### src/rtl/load_store_unit_pkg.sv
// Shared encodings for the load/store unit.
// Access sizes and FSM states used by the top and the lane aligner.
package load_store_unit_pkg;

    typedef enum logic [1:0] {
        SIZE_BYTE = 2'b00,
        SIZE_HALF = 2'b01,
        SIZE_WORD = 2'b10,
        SIZE_RSVD = 2'b11
    } size_e;

    typedef enum logic [2:0] {
        IDLE    = 3'd0,
        ERR     = 3'd1,
        LOAD    = 3'd2,
        ST_WORD = 3'd3,
        RMW_RD  = 3'd4,
        RMW_WR  = 3'd5
    } state_e;

    // True when the access does not fit its natural alignment.
    function automatic logic misaligned(size_e sz, logic [1:0] off);
        logic bad;
        bad = 1'b0;
        unique case (1'b1)
            (sz == SIZE_HALF): bad = off[0];
            (sz == SIZE_WORD): bad = (off != 2'b00);
            default:           bad = 1'b0;
        endcase
        return bad;
    endfunction

endpackage

### src/rtl/lsu_lane_align.sv
// Little-endian lane extract/extend for loads
// and sub-word merge into a read word for stores.
module lsu_lane_align
    import load_store_unit_pkg::*;
(
    input  logic [31:0] word_i,
    input  logic [1:0]  offset_i,
    input  size_e       size_i,
    input  logic        signed_i,
    input  logic [31:0] store_data_i,
    output logic [31:0] load_val_o,
    output logic [31:0] merged_o
);

    logic [7:0]  lane_b;
    logic [15:0] lane_h;

    // Pick the addressed lane, extend it, and build the merged word.
    always_comb begin
        lane_b     = word_i[{offset_i, 3'b000} +: 8];
        lane_h     = offset_i[1] ? word_i[31:16] : word_i[15:0];
        load_val_o = word_i;
        merged_o   = word_i;
        unique case (size_i)
            SIZE_BYTE: begin
                load_val_o = {{24{signed_i & lane_b[7]}}, lane_b};
                merged_o[{offset_i, 3'b000} +: 8] = store_data_i[7:0];
            end
            SIZE_HALF: begin
                load_val_o = {{16{signed_i & lane_h[15]}}, lane_h};
                if (offset_i[1]) merged_o[31:16] = store_data_i[15:0];
                else             merged_o[15:0]  = store_data_i[15:0];
            end
            default: begin
                load_val_o = word_i;
                merged_o   = store_data_i;
            end
        endcase
    end

endmodule

### src/rtl/load_store_unit.sv
// Load/store unit: turns byte/half/word requests into word-aligned
// DataMemory cycles, using read-modify-write for sub-word stores.
module load_store_unit
    import load_store_unit_pkg::*;
#(
    parameter int unsigned MEM_WORDS   = 1024,
    parameter bit          CHECK_RANGE = 1'b1
) (
    input  logic        Clk,
    input  logic        Reset,
    input  logic        Req,
    input  logic        IsStore,
    input  logic [1:0]  Size,
    input  logic        Signed,
    input  logic [31:0] Addr,
    input  logic [31:0] StoreData,
    output logic        Ready,
    output logic        Done,
    output logic        Err,
    output logic [31:0] LoadData,
    output logic [31:0] MemAddress,
    output logic [31:0] MemWriteData,
    output logic        MemWrite,
    output logic        MemRead,
    input  logic [31:0] MemReadData
);

    localparam logic [32:0] MemBytes = 33'(MEM_WORDS) << 2;

    state_e      state_q;
    logic [1:0]  off_q;
    size_e       size_q;
    logic        signed_q;
    logic [31:0] sdata_q;
    logic        done_q;
    logic        err_q;
    logic [31:0] ldata_q;
    logic [31:0] maddr_q;
    logic [31:0] mwdata_q;

    size_e       req_size;
    logic        out_range;
    logic        req_err;
    logic [31:0] load_val;
    logic [31:0] merged;

    assign req_size  = size_e'(Size);
    assign out_range = CHECK_RANGE && ({1'b0, Addr} >= MemBytes);
    assign req_err   = misaligned(req_size, Addr[1:0])
                     | (req_size == SIZE_RSVD)
                     | out_range;

    lsu_lane_align u_align (
        .word_i       (MemReadData),
        .offset_i     (off_q),
        .size_i       (size_q),
        .signed_i     (signed_q),
        .store_data_i (sdata_q),
        .load_val_o   (load_val),
        .merged_o     (merged)
    );

    // Request FSM with input latches and registered outputs.
    always_ff @(posedge Clk) begin
        if (Reset) begin
            state_q  <= IDLE;
            off_q    <= 2'b00;
            size_q   <= SIZE_BYTE;
            signed_q <= 1'b0;
            sdata_q  <= 32'h0;
            done_q   <= 1'b0;
            err_q    <= 1'b0;
            ldata_q  <= 32'h0;
            maddr_q  <= 32'h0;
            mwdata_q <= 32'h0;
        end else begin
            done_q <= 1'b0;
            err_q  <= 1'b0;
            unique case (state_q)
                IDLE: begin
                    if (Req) begin
                        off_q    <= Addr[1:0];
                        size_q   <= req_size;
                        signed_q <= Signed;
                        sdata_q  <= StoreData;
                        if (req_err) begin
                            state_q <= ERR;
                        end else begin
                            maddr_q <= {Addr[31:2], 2'b00};
                            if (!IsStore) begin
                                state_q <= LOAD;
                            end else if (req_size == SIZE_WORD) begin
                                state_q  <= ST_WORD;
                                mwdata_q <= StoreData;
                            end else begin
                                state_q <= RMW_RD;
                            end
                        end
                    end
                end
                ERR: begin
                    state_q <= IDLE;
                    done_q  <= 1'b1;
                    err_q   <= 1'b1;
                end
                LOAD: begin
                    ldata_q <= load_val;
                    state_q <= IDLE;
                    done_q  <= 1'b1;
                end
                ST_WORD: begin
                    state_q <= IDLE;
                    done_q  <= 1'b1;
                end
                RMW_RD: begin
                    mwdata_q <= merged;
                    state_q  <= RMW_WR;
                end
                RMW_WR: begin
                    state_q <= IDLE;
                    done_q  <= 1'b1;
                end
                default: state_q <= IDLE;
            endcase
        end
    end

    assign Ready        = (state_q == IDLE);
    assign Done         = done_q;
    assign Err          = err_q;
    assign LoadData     = ldata_q;
    assign MemAddress   = maddr_q;
    assign MemWriteData = mwdata_q;
    assign MemRead      = ~Reset & ((state_q == LOAD) | (state_q == RMW_RD));
    assign MemWrite     = ~Reset & ((state_q == ST_WORD) | (state_q == RMW_WR));

endmodule

### config.mk
export PLATFORM = sky130hd
export DESIGN_NAME = load_store_unit
export DESIGN_NICKNAME = d
export VERILOG_FILES = /design/src/rtl/load_store_unit_pkg.sv /design/src/rtl/lsu_lane_align.sv /design/src/rtl/load_store_unit.sv
export SDC_FILE = /design/constraint.sdc
export NUM_CORES = 1
export LEC_CHECK = 0
export CAP_MARGIN = 20
export CORE_MARGIN = 1.5
export CORE_UTILIZATION = 30
export CTS_BUF_LIST = sky130_fd_sc_hd__clkbuf_16
export DETAILED_ROUTE_END_ITERATION = 16
export MAX_ROUTING_LAYER = met4
export PLACE_DENSITY = 0.58
export SLEW_MARGIN = 20
export SYNTH_ARGS = -nofsm -noshare
export SYNTH_HDL_FRONTEND = slang
export SYNTH_SLANG_ARGS = --single-unit
### constraint.sdc
create_clock -name Clk -period 2.62 [get_ports Clk]
set_input_delay 0.655 -clock Clk [delete_from_list [all_inputs] [get_ports Clk]]
set_output_delay 0.655 -clock Clk [all_outputs]
set_load 0.05 [all_outputs]
==> flow_metrics.tcl, run 1 <==
set metrics [dict create \
    synth_cell_type_count 53 \
    final.min_clock_period_ps 2380 \
    floorplan.die.height_um 153 \
    combinationalPowerShare_pct 12.3 \
    maxClockFrequency_mhz 420 \
    worst-path-max-fanout 24 \
    tritoncts.num_buffers 17 \
    post_drt_wl_per_cell_um 17.8 \
    finalWeightedCongestion 0.859 \
    yosysWarnings 0 \
    rsz_0062_raised_after_global_routing "no" \
    placement_rows 54 \
    drive_gt1_share_pct 9.82 \
    pwr-share-clk_pct 47.0 \
    timing_max_transition_violations_final 0 \
    worst-endpoint-arrival_ps 2730 \
    post_dp_cell_area_mm2 0.00914 \
    synthDominantCellAreaShare_pct 40.5 \
    antenna_violations_before_repair 3 \
    clock_transition_time_at_the_flip_flop_clock_pins_of_the_worst_setup_and_hold_paths_ps 60 \
    fin_skew_ps 10.8 \
    fin_area_mm2 0.00975 \
    worstSetupEndpointType "register" \
    power_switching_share_pct 26.1 \
    setup_slack_ps 237 \
    synth_cells 805 \
    leakage_dissipation_uw 0.00367 \
    pwr_density_cell_mw_per_mm2 542 \
    cts_root_buffer "clkbuf_16" \
    cts_tree "built" \
    synthMostInstantiatedCell "dfxtp_1" \
    timing_worst_setup_path_type "input port to register" \
    layout.nets 1106 \
    reg2reg_setup_slack_ps 370 \
    fp.coreArea_mm2 0.0219 \
    post_synth.cell_area_avg_um2 8.35 \
    ranking_of_synthesized_cells_by_area "dfxtp_1 (41%), mux2i_1 (8.3%), nand2_1 (7.1%)" \
    grt_pass1_wl_mm 36.0 \
    syn_area_mm2 0.00672 \
    initial_utilization_pct 30.7 \
    ios 204 \
    design.die.area_mm2 0.0233 \
    ys_async_sr_fraction_pct 0 \
    vias_per_cell 5.02 \
    wirelength_mm 23.0 \
    power.share.sequential_pct 40.6 \
    power.total_uw 5280 \
    synth_area_leader_cell "dfxtp_1" \
    tightestPinTransition_ps 618 \
    grt.overflow.total 0 \
    p_int_uw 3900 \
    via_count_of_the_first_global_routing_pass 6327 \
    timing.slew.headroom_pct 58.5 \
    vdd_ir_drop_max_v 0.000429 \
    setup_violations 0 \
    hpwlAfterDp_mm 16.7 \
    synth_edf_count 0 \
    synth_register_bits 136 \
    post-cts-setup-buffer-count 0 \
    syn_to_final_growth_pct 45.1 \
    clock_tree.htree_level_count 4 \
    net-switching-power_uw 1380 \
    antenna_violating_nets_post_route 0 \
    place_worst_setup_slack_ps -224 \
    startpoint_type "input port" \
    drcViolationCount 0 \
    worstHoldPathType "register to register" \
    clock_tree.buffer_depth 2 \
    post_cts_resize_count 0 \
    worst_ep_required_time_ps 2970 \
    final_hold_viol_count 0 \
    clock_sink_count 136 \
    global_route.usage.total_pct 20.2 \
    post_synth_most_frequent_cells "dfxtp_1 (136), nand2_1 (127), nor2_1 (104)" \
    seq_area_frac_synth_pct 40.5 \
    io_buffer_count 201 \
    yosys_most_used_dff "dfxtp_1" \
    num_vias 6479 \
    filler_cells 2236 \
    drt_first_iter_violations 458 \
    run_status "complete, no violations" \
    1st_pass_router_iterations 6 \
    max_cap_violations 0 \
    clock_latency_ps 430 \
    grt_start_max_net_pins 148 \
    holdBufCountCts 0 \
    period_utilization_post_route_pct 91.0 \
    fp.dieW_um 153 \
]
path summary, 6_finish.rpt:
path,start,to,depth (start not counted)
worst max-delay path,Size[1],MemWriteData[27],8
worst min-delay path,sdata_q[25],sdata_q[25],2
worst max register to register,off_q[1],MemWriteData[1],7
worst min register to register,sdata_q[25],sdata_q[25],2
sequential cells by signal (all words and copies together), names as in the netlist:
register,count
signed_q,1
Err,1
size_q,2
sdata_q,32
state_q,3
LoadData,32
off_q,2
MemAddress,30
Done,1
MemWriteData,32
through the flow:
| step | hold slack [ps] | utilization (%) | std cells | setup TNS (ps) |
|---|---|---|---|---|
| floorplan | 436 | - | 806 | 0 |
| global placement | 441 | 41.8 | 1256 | -8520 |
| detailed placement | 443 | 41.8 | 1256 | -9820 |
| CTS | 456 | 44.5 | 1288 | 0 |
| global route | 471 | 44.5 | 1291 | 0 |
| finish | 456 | 44.5 | 1291 | 0 |
layer usage:
metal  global-route usage, %  wire length (µm)
met1                    26.8             10900
met2                    29.3              9820
met3                    6.29              1880
met4                    5.63               422
met5                       -                 0
critical path, cell delays in order:
cell and delay, ps:
clkdlybuf4s50_1 550, ha_1 220, o21ai_0 110, a21oi_1 230, nor3_2 90, a31oi_4 200, buf_4 420, mux2i_1 250
layout by cell type, fill, tap and decap left out, drive strengths merged, types with 7 or more instances in the layout:
| master | instances |
|---|---|
| and2 | 21 |
| nand2b | 28 |
| a31oi | 12 |
| a311o | 18 |
| a211oi | 25 |
| a221oi | 21 |
| a2bb2oi | 7 |
| ha | 8 |
| clkdlybuf4s50 | 197 |
| nor2 | 105 |
| dfxtp | 136 |
| nand2 | 127 |
| clkbuf | 17 |
| buf | 40 |
| mux2 | 10 |
| a21oi | 72 |
| inv | 8 |
| clkinv | 7 |
| nor2b | 18 |
| mux2i | 56 |
| nor3 | 27 |
power groups by stage:
stage | Sequential [µW] | Clock, µW | Combinational (µW)
floorplan | 2170 | 0 | 336
global placement | 2190 | 0 | 644
detailed placement | 2190 | 0 | 644
CTS | 2140 | 2540 | 648
global route | 2150 | 2630 | 703
finish | 2150 | 2490 | 650
final cells by class:
type	instances	area (µm²)	share of cell area [%]
multi-input cells	597	3690	37.9
flip-flops and latches	136	2730	27.9
repair buffers	237	2350	24.1
clock buffers	17	425	4.36
well taps	280	350	3.59
clock inverters	15	178	1.82
inverters	6	22.5	0.231
diodes	3	7.51	0.0770
kinds of logic (layout without fill, tap and decap cells):
kind of cell / Yosys count / after routing / share of synthesized area (%)
fa+ha+maj: 8 / 8 / 1.49
other cells: 1 / 5 / 0.0558
compound gates: 174 / 174 / 18.0
mux: 67 / 67 / 10.7
buf+inv: 73 / 275 / 4.99
simple gates: 345 / 345 / 24.2
flops: 136 / 136 / 40.5
xor+xnor: 1 / 1 / 0.130
No activity file was read; power rests on OpenSTA's default activity.
==> inputs of run 2 (changes only) <==
--- a/config.mk
+++ b/config.mk
@@ -5,7 +5,7 @@
 export SDC_FILE = /design/constraint.sdc
 export NUM_CORES = 1
 export LEC_CHECK = 0
-export CAP_MARGIN = 20
+export CAP_MARGIN = 40
 export CORE_MARGIN = 1.5
 export CORE_UTILIZATION = 30
 export CTS_BUF_LIST = sky130_fd_sc_hd__clkbuf_16
==> results of run 2 <==
The final DEF is identical to that of run 1; final timing and power are the same.
==> inputs of run 3 (changes only) <==
==> constraint.sdc (replaced) <==
create_clock -name Clk -period 2.8 [get_ports Clk]
set_input_delay 0.7 -clock Clk [delete_from_list [all_inputs] [get_ports Clk]]
set_output_delay 0.7 -clock Clk [all_outputs]
set_load 0.05 [all_outputs]
==> run 3 against run 2 <==
  * Non-clock buffer count down 5
  * Clock skew up 2.0 ps
  * Global-route usage up 0.15 points
  * Wire length about the same
  * Design area down 0.32%
  * Critical endpoint is now MemWriteData[13]
  * Cell count down 0.46%
  * Critical path type unchanged
  * Core utilization down 0.14 points
  * Setup slack better by 3.5 ps
  * Sequential share of layout area up 0.090 points
  * Sequential power down 7%
  * Clock-buffer cell count unchanged
  * Flip-flop and latch count unchanged
  * Highest routed layer unchanged
==> flow_metrics.tcl, run 3 (synthesis results as in run 1) <==
set metrics [dict create \
    run_status "complete, no violations" \
    worst_r2r_endpoint "MemWriteData[1]" \
    fp.coreArea_mm2 0.0219 \
    min_delay_path_depth 2 \
    final_common_cell "clkdlybuf4s50_1" \
    rsz_0062_raised_after_global_routing "no" \
    post-cts-setup-buffer-count 0 \
    holdBufCountCts 0 \
    hpwlAfterDp_mm 16.6 \
    fin_area_mm2 0.00972 \
    syn_to_final_growth_pct 44.6 \
    clock_tree.buffer_depth 2 \
    period_utilization_post_route_pct 91.4 \
    num_vias 6449 \
    drt_first_iter_violations 433 \
    final_hold_viol_count 0 \
    vdd_ir_drop_max_v 0.000427 \
    place_worst_setup_slack_ps -217 \
    clock_tree.htree_level_count 4 \
    cts_tree "built" \
    post_dp_cell_area_mm2 0.00909 \
    worst-path-max-fanout 24 \
    clock_sink_count 136 \
    1st_pass_router_iterations 4 \
    max_cap_violations 0 \
    final.min_clock_period_ps 2560 \
    drcViolationCount 0 \
    initial_utilization_pct 30.7 \
    io_buffer_count 201 \
    min_from "sdata_q[22]" \
    cts_root_buffer "clkbuf_16" \
    tightestPinTransition_ps 689 \
    drive_gt1_share_pct 9.47 \
    antenna_violating_nets_post_route 0 \
    worstHoldPathType "register to register" \
    worst-endpoint-arrival_ps 2850 \
    post_cts_resize_count 0 \
    layout.cells.most_common_list "clkdlybuf4s50_1 (197), dfxtp_1 (134), nand2_1 (127), nor2_1 (104), a21oi_1 (72)" \
    finalWeightedCongestion 0.866 \
    worst_ep_required_time_ps 3090 \
    timing.rr.start "off_q[0]" \
    clock_latency_ps 420 \
    rr_worst_depth 7 \
    ios 204 \
    post_drt_wl_per_cell_um 17.9 \
    vias_per_cell 5.02 \
    fin_skew_ps 12.9 \
    reg2reg_setup_slack_ps 370 \
    grt_start_max_net_pins 77 \
    fp.dieW_um 153 \
    setup_violations 0 \
    global_route.usage.total_pct 20.3 \
    grt.overflow.total 0 \
    antenna_violations_before_repair 2 \
    tritoncts.num_buffers 17 \
    worstHoldEndpoint "sdata_q[22]" \
    wirelength_mm 23.0 \
    regArea_mm2 0.00273 \
    clock_transition_time_at_the_flip_flop_clock_pins_of_the_worst_setup_and_hold_paths_ps 60 \
    timing_worst_setup_path_type "input port to register" \
    dp_cells 1250 \
    filler_cells 2243 \
    maxClockFrequency_mhz 391 \
    via_count_of_the_first_global_routing_pass 6179 \
    grt_pass1_wl_mm 36.2 \
    placement_rows 54 \
    setup_slack_ps 240 \
    layout.nets 1101 \
    design.die.area_mm2 0.0233 \
    floorplan.die.height_um 153 \
    timing.slew.headroom_pct 54.0 \
    startpoint_type "input port" \
    layout.core_utilization_pct 44.4 \
    timing_max_transition_violations_final 0 \
    stdcell_count 1285 \
    worstSetupEndpointType "register" \
    leakage_dissipation_uw 0.00364 \
    pwr_density_cell_mw_per_mm2 504 \
    multi_input_comb_area_mm2 0.00369 \
]
-- run 3: per-layer routing --
layer / global-route usage [%] / wire, µm / vias up
met5: - / 0 / -
met4: 5.82 / 418 / 0
met3: 6.11 / 1860 / 30
met2: 29.0 / 9720 / 248
met1: 27.5 / 11000 / 2971
li1: - / - / 3200
-- run 3: how the worst max path moves through the flow --
stage	start	to	slack (ps)	cells past startpoint
after floorplan	Reset	MemRead	130	4
after global placement	Size[0]	MemWriteData[13]	-160	8
after detailed placement	Size[0]	MemWriteData[31]	-220	8
after CTS	Size[0]	MemWriteData[31]	240	8
after global routing	Size[0]	MemWriteData[19]	50	8
final	Size[0]	MemWriteData[13]	240	8
-- run 3: report_power, final --
part / internal [µW] / switching [µW] / total, µW
Clock: 1330 / 950 / 2280
Sequential: 1970 / 45.7 / 2010
Combinational: 280 / 323 / 603
-- run 3: final cells by class --
cell class | instances | area share, %
sequential | 136 | 28.0
tap | 280 | 3.60
clock buffer | 17 | 4.38
timing repair buffer | 232 | 24.0
antenna | 2 | 0.0515
clock inverter | 15 | 1.71
multi-input combinational | 597 | 38.0
inverter | 6 | 0.232
-- run 3: worst max-delay path, stage by stage --
cell,delay [ps]
clkdlybuf4s50_1,470
ha_1,220
nor3_1,220
nand4_1,250
nor3_2,350
a31oi_4,150
buf_4,290
mux2i_1,160
-- run 3: per-stage QoR --
step / total power (µW) / TNS, ps / hold WS (ps)
final: 4900 / 0 / 457
after global routing: 5090 / 0 / 478
after CTS: 4940 / 0 / 455
after detailed placement: 2650 / -7820 / 443
after global placement: 2650 / -7400 / 442
after floorplan: 2350 / 0 / 436
